### config.mk
export PLATFORM = sky130hd
export DESIGN_NAME = sram_rr_arbiter_flat
export DESIGN_NICKNAME = d
export VERILOG_FILES = /design/src/rtl/sram_rr_arbiter_if.sv /design/src/rtl/sram_rr_arbiter.sv /design/src/flat_wrapper.sv
export SDC_FILE = /design/constraint.sdc
export NUM_CORES = 1
export LEC_CHECK = 0
export BUFFER_PORTS_ARGS = -buffer_cell sky130_fd_sc_hd__clkbuf_2
export CAP_MARGIN = 20
export CORE_AREA = 3 3 89 91
export DETAILED_ROUTE_END_ITERATION = 8
export DIE_AREA = 0 0 92 94
export HOLD_SLACK_MARGIN = 0.15
export PLACE_DENSITY = 0.62
export SLEW_MARGIN = 0
export SYNTH_ARGS = -nofsm -noshare
export SYNTH_HDL_FRONTEND = slang
export SYNTH_SLANG_ARGS = --single-unit
### constraint.sdc
create_clock -name CLK -period 2.6 [get_ports CLK]
set_input_delay 0.13 -clock CLK [delete_from_list [all_inputs] [get_ports CLK]]
set_output_delay 0.13 -clock CLK [all_outputs]
set_load 0.02 [all_outputs]
### src/rtl/sram_rr_arbiter_if.sv
// ---------------------------------------------------------------------------
// sram_rr_arbiter_if
//   Requester-side bundle for sram_rr_arbiter: two independent request
//   channels (m0, m1), each with a request handshake and a response strobe.
//
//   Per requester mX:
//     mX_valid  requester presents a request
//     mX_ready  request accepted this cycle when valid & ready
//     mX_we     1 = write, 0 = read
//     mX_addr   10-bit word address
//     mX_wdata  32-bit write data
//     mX_rvalid one-cycle response strobe
//     mX_rdata  response data, zero while mX_rvalid = 0
//
//   Modports:
//     master  requester side (drives requests, observes responses)
//     slave   arbiter side
// ---------------------------------------------------------------------------
interface sram_rr_arbiter_if;
  logic        m0_valid;
  logic        m0_ready;
  logic        m0_we;
  logic [9:0]  m0_addr;
  logic [31:0] m0_wdata;
  logic        m0_rvalid;
  logic [31:0] m0_rdata;

  logic        m1_valid;
  logic        m1_ready;
  logic        m1_we;
  logic [9:0]  m1_addr;
  logic [31:0] m1_wdata;
  logic        m1_rvalid;
  logic [31:0] m1_rdata;

  modport master (
    output m0_valid, m0_we, m0_addr, m0_wdata,
    output m1_valid, m1_we, m1_addr, m1_wdata,
    input  m0_ready, m0_rvalid, m0_rdata,
    input  m1_ready, m1_rvalid, m1_rdata
  );

  modport slave (
    input  m0_valid, m0_we, m0_addr, m0_wdata,
    input  m1_valid, m1_we, m1_addr, m1_wdata,
    output m0_ready, m0_rvalid, m0_rdata,
    output m1_ready, m1_rvalid, m1_rdata
  );
endinterface

### src/rtl/sram_rr_arbiter.sv
// ---------------------------------------------------------------------------
// sram_rr_arbiter
//   Two-requester round-robin arbiter in front of a single-port 1024x32
//   SRAM (SP32B1024: active-low CEN/WEN, registered read data with one
//   cycle of latency, write-first).
//
//   After reset the block optionally zeroes the whole RAM (CLEAR state),
//   then serves one transfer per cycle (RUN state). Every accepted
//   transfer, read or write, returns a one-cycle rvalid to its requester
//   on the following cycle carrying RAM_Q.
//
//   Ports:
//     CLK, RST_N   clock, asynchronous active-low reset
//     bus          requester channels (sram_rr_arbiter_if.slave)
//     RAM_CEN      RAM chip enable, active low
//     RAM_WEN      RAM write enable, active low
//     RAM_A        RAM word address
//     RAM_D        RAM write data
//     RAM_Q        RAM read data (registered inside the RAM)
//     init_done    0 while clearing (and in reset), 1 when serving
//
//   Parameter:
//     CLEAR_ON_RESET  1 = zero all RAM words before serving, 0 = serve now
// ---------------------------------------------------------------------------
module sram_rr_arbiter #(
  parameter bit CLEAR_ON_RESET = 1'b1
) (
  input  logic                 CLK,
  input  logic                 RST_N,
  sram_rr_arbiter_if.slave     bus,
  output logic                 RAM_CEN,
  output logic                 RAM_WEN,
  output logic [9:0]           RAM_A,
  output logic [31:0]          RAM_D,
  input  logic [31:0]          RAM_Q,
  output logic                 init_done
);

  localparam logic [0:0] ST_CLEAR = 1'b0;
  localparam logic [0:0] ST_RUN   = 1'b1;
  localparam logic [0:0] ST_RESET = CLEAR_ON_RESET ? ST_CLEAR : ST_RUN;

  localparam logic [9:0] LAST_ADDR = 10'd1023;

  // State
  logic [0:0] state_q,     state_d;
  logic [9:0] clr_cnt_q,   clr_cnt_d;
  logic       rr_ptr_q,    rr_ptr_d;
  logic       tag_valid_q, tag_valid_d;
  logic       tag_id_q,    tag_id_d;

  // Combinational grant and RAM command before reset gating
  logic        grant_vld;
  logic        grant_id;
  logic        sel_we;
  logic [9:0]  sel_addr;
  logic [31:0] sel_wdata;
  logic        ram_cen_c;
  logic        ram_wen_c;
  logic [9:0]  ram_a_c;
  logic [31:0] ram_d_c;

  // Mux of the granted requester's command fields.
  always_comb begin
    if (grant_id) begin
      sel_we    = bus.m1_we;
      sel_addr  = bus.m1_addr;
      sel_wdata = bus.m1_wdata;
    end else begin
      sel_we    = bus.m0_we;
      sel_addr  = bus.m0_addr;
      sel_wdata = bus.m0_wdata;
    end
  end

  always_comb begin
    // NOTE: every variable gets a default before any branch so no path
    // leaves it unassigned; otherwise synthesis infers a latch.
    state_d     = state_q;
    clr_cnt_d   = clr_cnt_q;
    rr_ptr_d    = rr_ptr_q;
    tag_valid_d = 1'b0;
    tag_id_d    = tag_id_q;
    grant_vld   = 1'b0;
    grant_id    = 1'b0;
    ram_cen_c   = 1'b1;
    ram_wen_c   = 1'b1;
    ram_a_c     = '0;
    ram_d_c     = '0;

    if (state_q == ST_CLEAR) begin
      // One zero-write per cycle; the counter wraps back to 0 on the
      // final address, leaving it clean for the next reset.
      ram_cen_c = 1'b0;
      ram_wen_c = 1'b0;
      ram_a_c   = clr_cnt_q;
      clr_cnt_d = clr_cnt_q + 10'd1;
      if (clr_cnt_q == LAST_ADDR) begin
        state_d = ST_RUN;
      end
    end else begin
      // Contention is settled by rr_ptr; a lone requester always wins.
      if (bus.m0_valid && bus.m1_valid) begin
        grant_vld = 1'b1;
        grant_id  = rr_ptr_q;
      end else if (bus.m0_valid) begin
        grant_vld = 1'b1;
        grant_id  = 1'b0;
      end else if (bus.m1_valid) begin
        grant_vld = 1'b1;
        grant_id  = 1'b1;
      end

      if (grant_vld) begin
        // Pointer moves to the loser of this cycle, even when uncontended.
        rr_ptr_d    = ~grant_id;
        tag_valid_d = 1'b1;
        tag_id_d    = grant_id;
        ram_cen_c   = 1'b0;
        ram_wen_c   = ~sel_we;
        ram_a_c     = sel_addr;
        ram_d_c     = sel_wdata;
      end
    end
  end

  // NOTE: sequential state uses non-blocking assignments so every flop
  // samples pre-edge values regardless of statement order.
  always_ff @(posedge CLK or negedge RST_N) begin
    if (!RST_N) begin
      state_q     <= ST_RESET;
      clr_cnt_q   <= '0;
      rr_ptr_q    <= 1'b0;
      tag_valid_q <= 1'b0;
      tag_id_q    <= 1'b0;
    end else begin
      state_q     <= state_d;
      clr_cnt_q   <= clr_cnt_d;
      rr_ptr_q    <= rr_ptr_d;
      tag_valid_q <= tag_valid_d;
      tag_id_q    <= tag_id_d;
    end
  end

  // NOTE: the reset state is CLEAR (RAM enabled) or RUN (grants live), so
  // the RAM command, ready and init_done are gated by RST_N directly to go
  // idle the instant reset asserts, not at the next clock.
  assign RAM_CEN   = ~RST_N | ram_cen_c;
  assign RAM_WEN   = ~RST_N | ram_wen_c;
  assign RAM_A     = RST_N ? ram_a_c : '0;
  assign RAM_D     = RST_N ? ram_d_c : '0;
  assign init_done = RST_N & (state_q == ST_RUN);

  assign bus.m0_ready = RST_N & grant_vld & ~grant_id;
  assign bus.m1_ready = RST_N & grant_vld &  grant_id;

  // The tag flops reset asynchronously, so an in-flight response is
  // dropped as soon as reset asserts.
  assign bus.m0_rvalid = tag_valid_q & ~tag_id_q;
  assign bus.m1_rvalid = tag_valid_q &  tag_id_q;
  assign bus.m0_rdata  = bus.m0_rvalid ? RAM_Q : '0;
  assign bus.m1_rdata  = bus.m1_rvalid ? RAM_Q : '0;

endmodule

### src/flat_wrapper.sv
// flat-port wrapper written by rule: the top's interface ports become plain ports
module sram_rr_arbiter_flat 
#(
  parameter bit CLEAR_ON_RESET = 1'b1
)
  (CLK, RST_N, RAM_CEN, RAM_WEN, RAM_A, RAM_D, RAM_Q, init_done, bus_m0_valid, bus_m0_we, bus_m0_addr, bus_m0_wdata, bus_m1_valid, bus_m1_we, bus_m1_addr, bus_m1_wdata, bus_m0_ready, bus_m0_rvalid, bus_m0_rdata, bus_m1_ready, bus_m1_rvalid, bus_m1_rdata);
  sram_rr_arbiter_if bus_i ();
  input  logic CLK;
  input  logic RST_N;
  output logic RAM_CEN;
  output logic RAM_WEN;
  output logic [9:0] RAM_A;
  output logic [31:0] RAM_D;
  input  logic [31:0] RAM_Q;
  output logic init_done;
  input wire logic [$bits(bus_i.m0_valid)-1:0] bus_m0_valid;
  input wire logic [$bits(bus_i.m0_we)-1:0] bus_m0_we;
  input wire logic [$bits(bus_i.m0_addr)-1:0] bus_m0_addr;
  input wire logic [$bits(bus_i.m0_wdata)-1:0] bus_m0_wdata;
  input wire logic [$bits(bus_i.m1_valid)-1:0] bus_m1_valid;
  input wire logic [$bits(bus_i.m1_we)-1:0] bus_m1_we;
  input wire logic [$bits(bus_i.m1_addr)-1:0] bus_m1_addr;
  input wire logic [$bits(bus_i.m1_wdata)-1:0] bus_m1_wdata;
  output wire logic [$bits(bus_i.m0_ready)-1:0] bus_m0_ready;
  output wire logic [$bits(bus_i.m0_rvalid)-1:0] bus_m0_rvalid;
  output wire logic [$bits(bus_i.m0_rdata)-1:0] bus_m0_rdata;
  output wire logic [$bits(bus_i.m1_ready)-1:0] bus_m1_ready;
  output wire logic [$bits(bus_i.m1_rvalid)-1:0] bus_m1_rvalid;
  output wire logic [$bits(bus_i.m1_rdata)-1:0] bus_m1_rdata;
  assign bus_i.m0_valid = bus_m0_valid;
  assign bus_i.m0_we = bus_m0_we;
  assign bus_i.m0_addr = bus_m0_addr;
  assign bus_i.m0_wdata = bus_m0_wdata;
  assign bus_i.m1_valid = bus_m1_valid;
  assign bus_i.m1_we = bus_m1_we;
  assign bus_i.m1_addr = bus_m1_addr;
  assign bus_i.m1_wdata = bus_m1_wdata;
  assign bus_m0_ready = bus_i.m0_ready;
  assign bus_m0_rvalid = bus_i.m0_rvalid;
  assign bus_m0_rdata = bus_i.m0_rdata;
  assign bus_m1_ready = bus_i.m1_ready;
  assign bus_m1_rvalid = bus_i.m1_rvalid;
  assign bus_m1_rdata = bus_i.m1_rdata;
  sram_rr_arbiter #(.CLEAR_ON_RESET(CLEAR_ON_RESET)) u_core (.CLK(CLK), .RST_N(RST_N), .bus(bus_i), .RAM_CEN(RAM_CEN), .RAM_WEN(RAM_WEN), .RAM_A(RAM_A), .RAM_D(RAM_D), .RAM_Q(RAM_Q), .init_done(init_done));
endmodule
==> impl_metrics.toml, run 1 <==
[global_routing]
gr-total-overflow = 0
grt_first_pass_wirelength_um = 11300
grt_max_degree = 35
grtUsageTotal_pct = 15.8
grt_pass1_vias = 2186
antenna_found_initial = 0

[power]
p_seq_share_pct = 38.3
leakage_uw = 0.00183
p_total_uw = 569
p_comb_share_pct = 24.4
swShare_pct = 24.4
intPower_uw = 430
power.density_mw_per_mm2 = 194
switching_power_uw = 139
clockPowerShare_pct = 37.3
vdd_drop_max_mv = 0.417

[yosys]
synthTopCellsByArea = "dfrtp_1 (21%), a22o_1 (17%), and3_1 (13%)"
ys_seq_elements = 14
netlist_instances = 210
syn_area_sq_mm = 0.00166
syn-num-nets = 333
synthDominantCellAreaShare_pct = 21.1
synth_xor_area_share_pct = 4.74
synth_top_family_by_area = "simple AND/OR/NAND/NOR gates"
ys_seq_area_share_pct = 21.1
yosys.area.top_type = "dfrtp_1"
ys_async_sr_fraction_pct = 100
synthMuxAreaShare_pct = 0.678
synth.distinct_cells = 30
synth_edf_count = 0
synth_fa_ha_area_share_pct = 0.753
synth_compound_gate_area_share_pct = 31.6
ys.flop_type = "dfrtp_1"
yosys_warnings = 0
synth-simple-area-share_pct = 32.6
synth.avg_cell_area_sq_um = 7.91

[timing]
fmaxAchievable_mhz = 457
fin_crit_sh_pct = 84.2
fin_worst_skew_ps = 6.26
tightestPinTransition_ps = 551
relSlewSlack_pct = 63.0
slew_violations = 0
setup_viol = 0
min_period_ps = 2190
grt_setup_unrepaired = "no"
hold_violations = 0
fin_tns_setup_ps = 0

[critical_path]
critPathArrivalTime_ps = 2060
start_kind = "input pin"
critPathLaunch = "RST_N"
critPathRequiredTime_ps = 2470
reg2reg_from = "u_core.state_q$_DFF_PN0_"
worstSetupPathType = "in -> out"
end_kind = "output port"
critPathMaxFanout = 33

[worst_hold_path]
min-delay-start = "bus_m0_valid"
hp-class = "in -> reg"

[die]
die_area_sq_mm = 0.00865
io_pins = 235
rows = 31
core_area_sq_mm = 0.00721
die_y_um = 94
start_util_pct = 23.0
die_x_um = 92

[clock_tree]
cts_buffers = 3
cts_tree = "done"
clock-sinks = 14
h-tree-depth = 1
insertion_delay_ps = 250
cts_root_buf = "clkbuf_8"
cts.clk_slew.worst_paths_ps = 60
post_cts_resized = 0
clk_path_buf_depth = 2

[detailed_routing]
drtPass1Iterations = 4
via_count = 2437
drc_errors = 0
wirelength_um = 7870
wire_per_inst_um = 14.9
drtIter0Drc = 65
vias_per_cell = 4.61
antenna_left = 0

[cells_and_area]
antenna_cells = 0
nFillCells = 762
post-route-util_pct = 40.6
layout-drive-gt1-share_pct = 57.9
nNetsFinal = 554
layout_commonest_cell = "clkbuf_2"
final_cell_mix = "clkbuf_2 (234), and3_1 (34), and2_1 (33), a22o_1 (32), dfrtp_1 (14)"
fin_cells = 529
fin_area_sq_mm = 0.00293
syn_to_final_growth_pct = 76.4

[placed_design]
dpl_cell_area_sq_mm = 0.00287
portBuffers = 234
placedCellCount = 524
finalWeightedCongestion = 0.833
hpwl_um = 6530

[flow_run]
drv_cap = 0

[status]
status = "finished, final reports clean"
## cells in the mapped netlist, types with 2 or more instances
library cell   n
nand4_1        3
buf_2          9
nor2_1         4
and3_1        34
o21ai_0       10
a22o_1        32
and2_4         2
buf_6          4
inv_1          2
clkbuf_1      11
xor2_1         2
a32oi_1       10
dfrtp_1       14
xnor2_1        7
nand2_1        7
a21oi_1       13
and2_1        33
## worst paths after layout
check                      cells past startpoint  slack (ps)                               to
max                                            8         410                        RAM_D[28]
min                                            3         170     u_core.tag_valid_q$_DFF_PN0_
max reg2reg                                    4        1180  u_core.clr_cnt_q[9]$_DFFE_PN0N_
min reg2reg                                    1         490  u_core.clr_cnt_q[9]$_DFFE_PN0N_
max in group asynchronous                      3        1980      u_core.rr_ptr_q$_DFFE_PN0N_
min in group asynchronous                      3         390  u_core.clr_cnt_q[1]$_DFFE_PN0N_
## worst max-delay path, cell delays in order
cell and delay, ps:
dlygate4sd3_1 520, clkbuf_2 100, buf_4 270, and2_4 210
and3_1 150, buf_4 310, a22o_1 200, clkbuf_2 170
## metrics by stage
stage                     hold WS [ps]  setup slack, ps
after floorplan                   -166             1160
after global placement             108              814
after detailed placement           113              758
after CTS                          173              404
after global routing               200              301
final                              170              411
## per-layer routing
layer  wire length [um]  vias up  global-route usage, %  part of all wire, %
li1                   -     1226                      -                    -
met1               3020     1083                   19.0                   38
met2               4140      109                   28.5                   53
met3                527       19                   2.56                  6.7
met4                182        0                   4.95                  2.3
met5                  0        -                      0                    0
## power by group through the flow
stage / Combinational [uW] / Sequential (uW) / Clock, uW
2_1_floorplan: 27.4 / 222 / 0
3_3_place_gp: 135 / 222 / 0
3_5_place_dp: 137 / 222 / 0
4_1_cts: 138 / 218 / 216
5_1_grt: 153 / 218 / 227
6_report: 139 / 218 / 212
## layout make-up
class                           instances  area [sq um]  share of cell area, %
Inverter                                2          7.51                  0.256
Clock buffer                            4          55.1                   1.88
Sequential cell                        14           350                   12.0
Multi-Input combinational cell        169          1170                   39.9
Tap cell                               99           124                   4.23
Timing Repair Buffer                  241          1230                   41.8
## timing repair
action | CTS | global route
hold buffers | 1 | 0
setup buffers | 0 | 0
endpoints found under the hold margin | 14 | 0
## flip-flops by register name (all words and copies together), names as in the netlist
register,flops
u_core.state_q,1
u_core.rr_ptr_q,1
u_core.clr_cnt_q,10
u_core.tag_id_q,1
u_core.tag_valid_q,1
## cell families (layout without fill, tap and decap cells)
| kind of cell | count (synthesis) | after routing |
|---|---|---|
| buf+inv | 27 | 247 |
| compound gates | 70 | 70 |
| flops | 14 | 14 |
| mux | 1 | 1 |
| xor+xnor | 9 | 9 |
| fa+ha+maj | 1 | 1 |
| simple gates | 88 | 88 |
(Power assumes the default switching activity.)
==> run 2, diff against run 1 <==
CORE_AREA = 3 3 91 93   (was 3 3 89 91)
DIE_AREA = 0 0 94 96   (was 0 0 92 94)
clock period = 1.8 ns   (was 2.6 ns; I/O delays follow)
==> impl_metrics.toml, run 2 (synthesis gave the netlist of run 1 again) <==
[timing]
tightestPinTransition_ps = 306
setup_viol = 0
fin_crit_sh_pct = 95.3
fin_worst_skew_ps = 3.52
min_period_ps = 1720
hold_ws_ps = 199
slew_violations = 0
relSlewSlack_pct = 79.6
fmaxAchievable_mhz = 583
fin_tns_setup_ps = 0
hold_violations = 0

[worst_hold_path]
hp-class = "in -> reg"

[clock_tree]
cts.clk_slew.worst_paths_ps = 60
cts_setup_buffers = 0
cts_tree = "done"
clock-sinks = 14
cts_buffers = 3
clk_path_buf_depth = 2
cts_root_buf = "clkbuf_8"
h-tree-depth = 1
insertion_delay_ps = 250

[detailed_routing]
drc_errors = 0
drtIter0Drc = 102
antenna_left = 0
drtPass1Iterations = 4
wire_per_inst_um = 15.3
wirelength_um = 8220
via_count = 2515
vias_per_cell = 4.69

[die]
die_x_um = 94
die_y_um = 96
start_util_pct = 21.8
rows = 32
io_pins = 235
die_area_sq_mm = 0.00902
core_area_sq_mm = 0.00761

[global_routing]
grtUsageTotal_pct = 15.6
grt_first_pass_wirelength_um = 11300
gr-total-overflow = 0
antenna_found_initial = 1
grt_max_degree = 35
grt_pass1_vias = 2167

[status]
status = "finished, final reports clean"

[cells_and_area]
final_cell_mix = "clkbuf_2 (234), and2_1 (33), and3_1 (33), a22o_1 (32), dfrtp_1 (14)"
layout-drive-gt1-share_pct = 58.8
nNetsFinal = 559
antenna_cells = 0
fin_cells = 536
syn_to_final_growth_pct = 80.6
largest_reg_flops = 10
layout_commonest_cell = "clkbuf_2"
top_register = "u_core.clr_cnt_q"

[flow_run]
drv_cap = 0

[power]
p_total_uw = 792
power.density_mw_per_mm2 = 264
leakage_uw = 0.00185
vdd_drop_max_mv = 0.317

[critical_path]
end_kind = "output port"
critPathMaxFanout = 12
start_kind = "register"
worstSetupPathType = "reg -> out"
critPathRequiredTime_ps = 1710
critPathArrivalTime_ps = 1630

[placed_design]
hpwl_um = 6730
portBuffers = 234
placedCellCount = 530
finalWeightedCongestion = 0.820
-- run 2: cell types whose count changed in the layout (fill, tap and decap cells not counted) --
| cell | previous run | this run |
|---|---|---|
| buf_4 | 6 | 8 |
| and2_2 | 0 | 1 |
| and3_1 | 34 | 33 |
| and3_4 | 0 | 1 |
| buf_12 | 0 | 1 |
| clkbuf_16 | 0 | 1 |
| clkbuf_8 | 4 | 3 |
| nand2b_1 | 1 | 0 |
| nand2b_4 | 0 | 1 |
-- run 2: area by class of cell --
type                    instances  area [sq um]
clock buffers                   3          41.3
multi-input cells             170          1190
inverters                       2          7.51
well taps                     102           128
fillers                       814          4610
flip-flops and latches         14           350
repair buffers                245          1290
-- run 2: power breakdown --
group | switching (uW) | internal, uW | leakage [uW]
Sequential | 0 | 315 | 0.000181
Clock | 116 | 149 | 0.0000216
Combinational | 94.8 | 117 | 0.00165
Total | 211 | 581 | 0.00185
-- run 2: routing by layer --
metal | share of wire [%] | up-vias | global-route usage, % | wire length, um
met5 | 0.17 | - | 0 | 14
li1 | - | 1229 | - | -
met1 | 38 | 1146 | 19.1 | 3090
met3 | 9.9 | 11 | 3.36 | 812
met4 | 1.1 | 2 | 3.13 | 87
met2 | 51 | 127 | 28.0 | 4220
-- run 2: worst paths after layout --
check                           slack [ps]                         endpoint  cells past startpoint                       startpoint
worst max-delay path                    80                         RAM_A[7]                      5      u_core.rr_ptr_q$_DFFE_PN0N_
worst min-delay path                   200      u_core.rr_ptr_q$_DFFE_PN0N_                      3                     bus_m0_valid
worst max register to register         410  u_core.clr_cnt_q[9]$_DFFE_PN0N_                      4         u_core.state_q$_DFF_PN0_
worst min register to register         500  u_core.clr_cnt_q[7]$_DFFE_PN0N_                      1  u_core.clr_cnt_q[7]$_DFFE_PN0N_
max in group asynchronous             1220  u_core.clr_cnt_q[1]$_DFFE_PN0N_                      3                            RST_N
min in group asynchronous              360  u_core.clr_cnt_q[5]$_DFFE_PN0N_                      3                            RST_N
-- run 2: repair_timing --
action                                  CTS  global route
endpoints found under the setup margin    0            37
resized for setup                         0             4
hold buffers                              1             0
endpoints found under the hold margin    14             0
-- run 2: worst max-delay path, stage by stage, from the launching register on --
cell      delay, ps
dfrtp_1         410
a21boi_2        210
buf_4           230
a32oi_1          80
a21oi_1         230
clkbuf_2        210
-- run 2: stage by stage --
step | instance area, sq um | setup WS (ps) | utilization (%)
after floorplan | 1660 | 398 | -
after global placement | 2910 | 349 | 38.2
after detailed placement | 2910 | 316 | 38.2
after CTS | 2960 | 34.1 | 38.9
after global routing | 3000 | -6.15 | 39.5
final | 3000 | 84.4 | 39.5
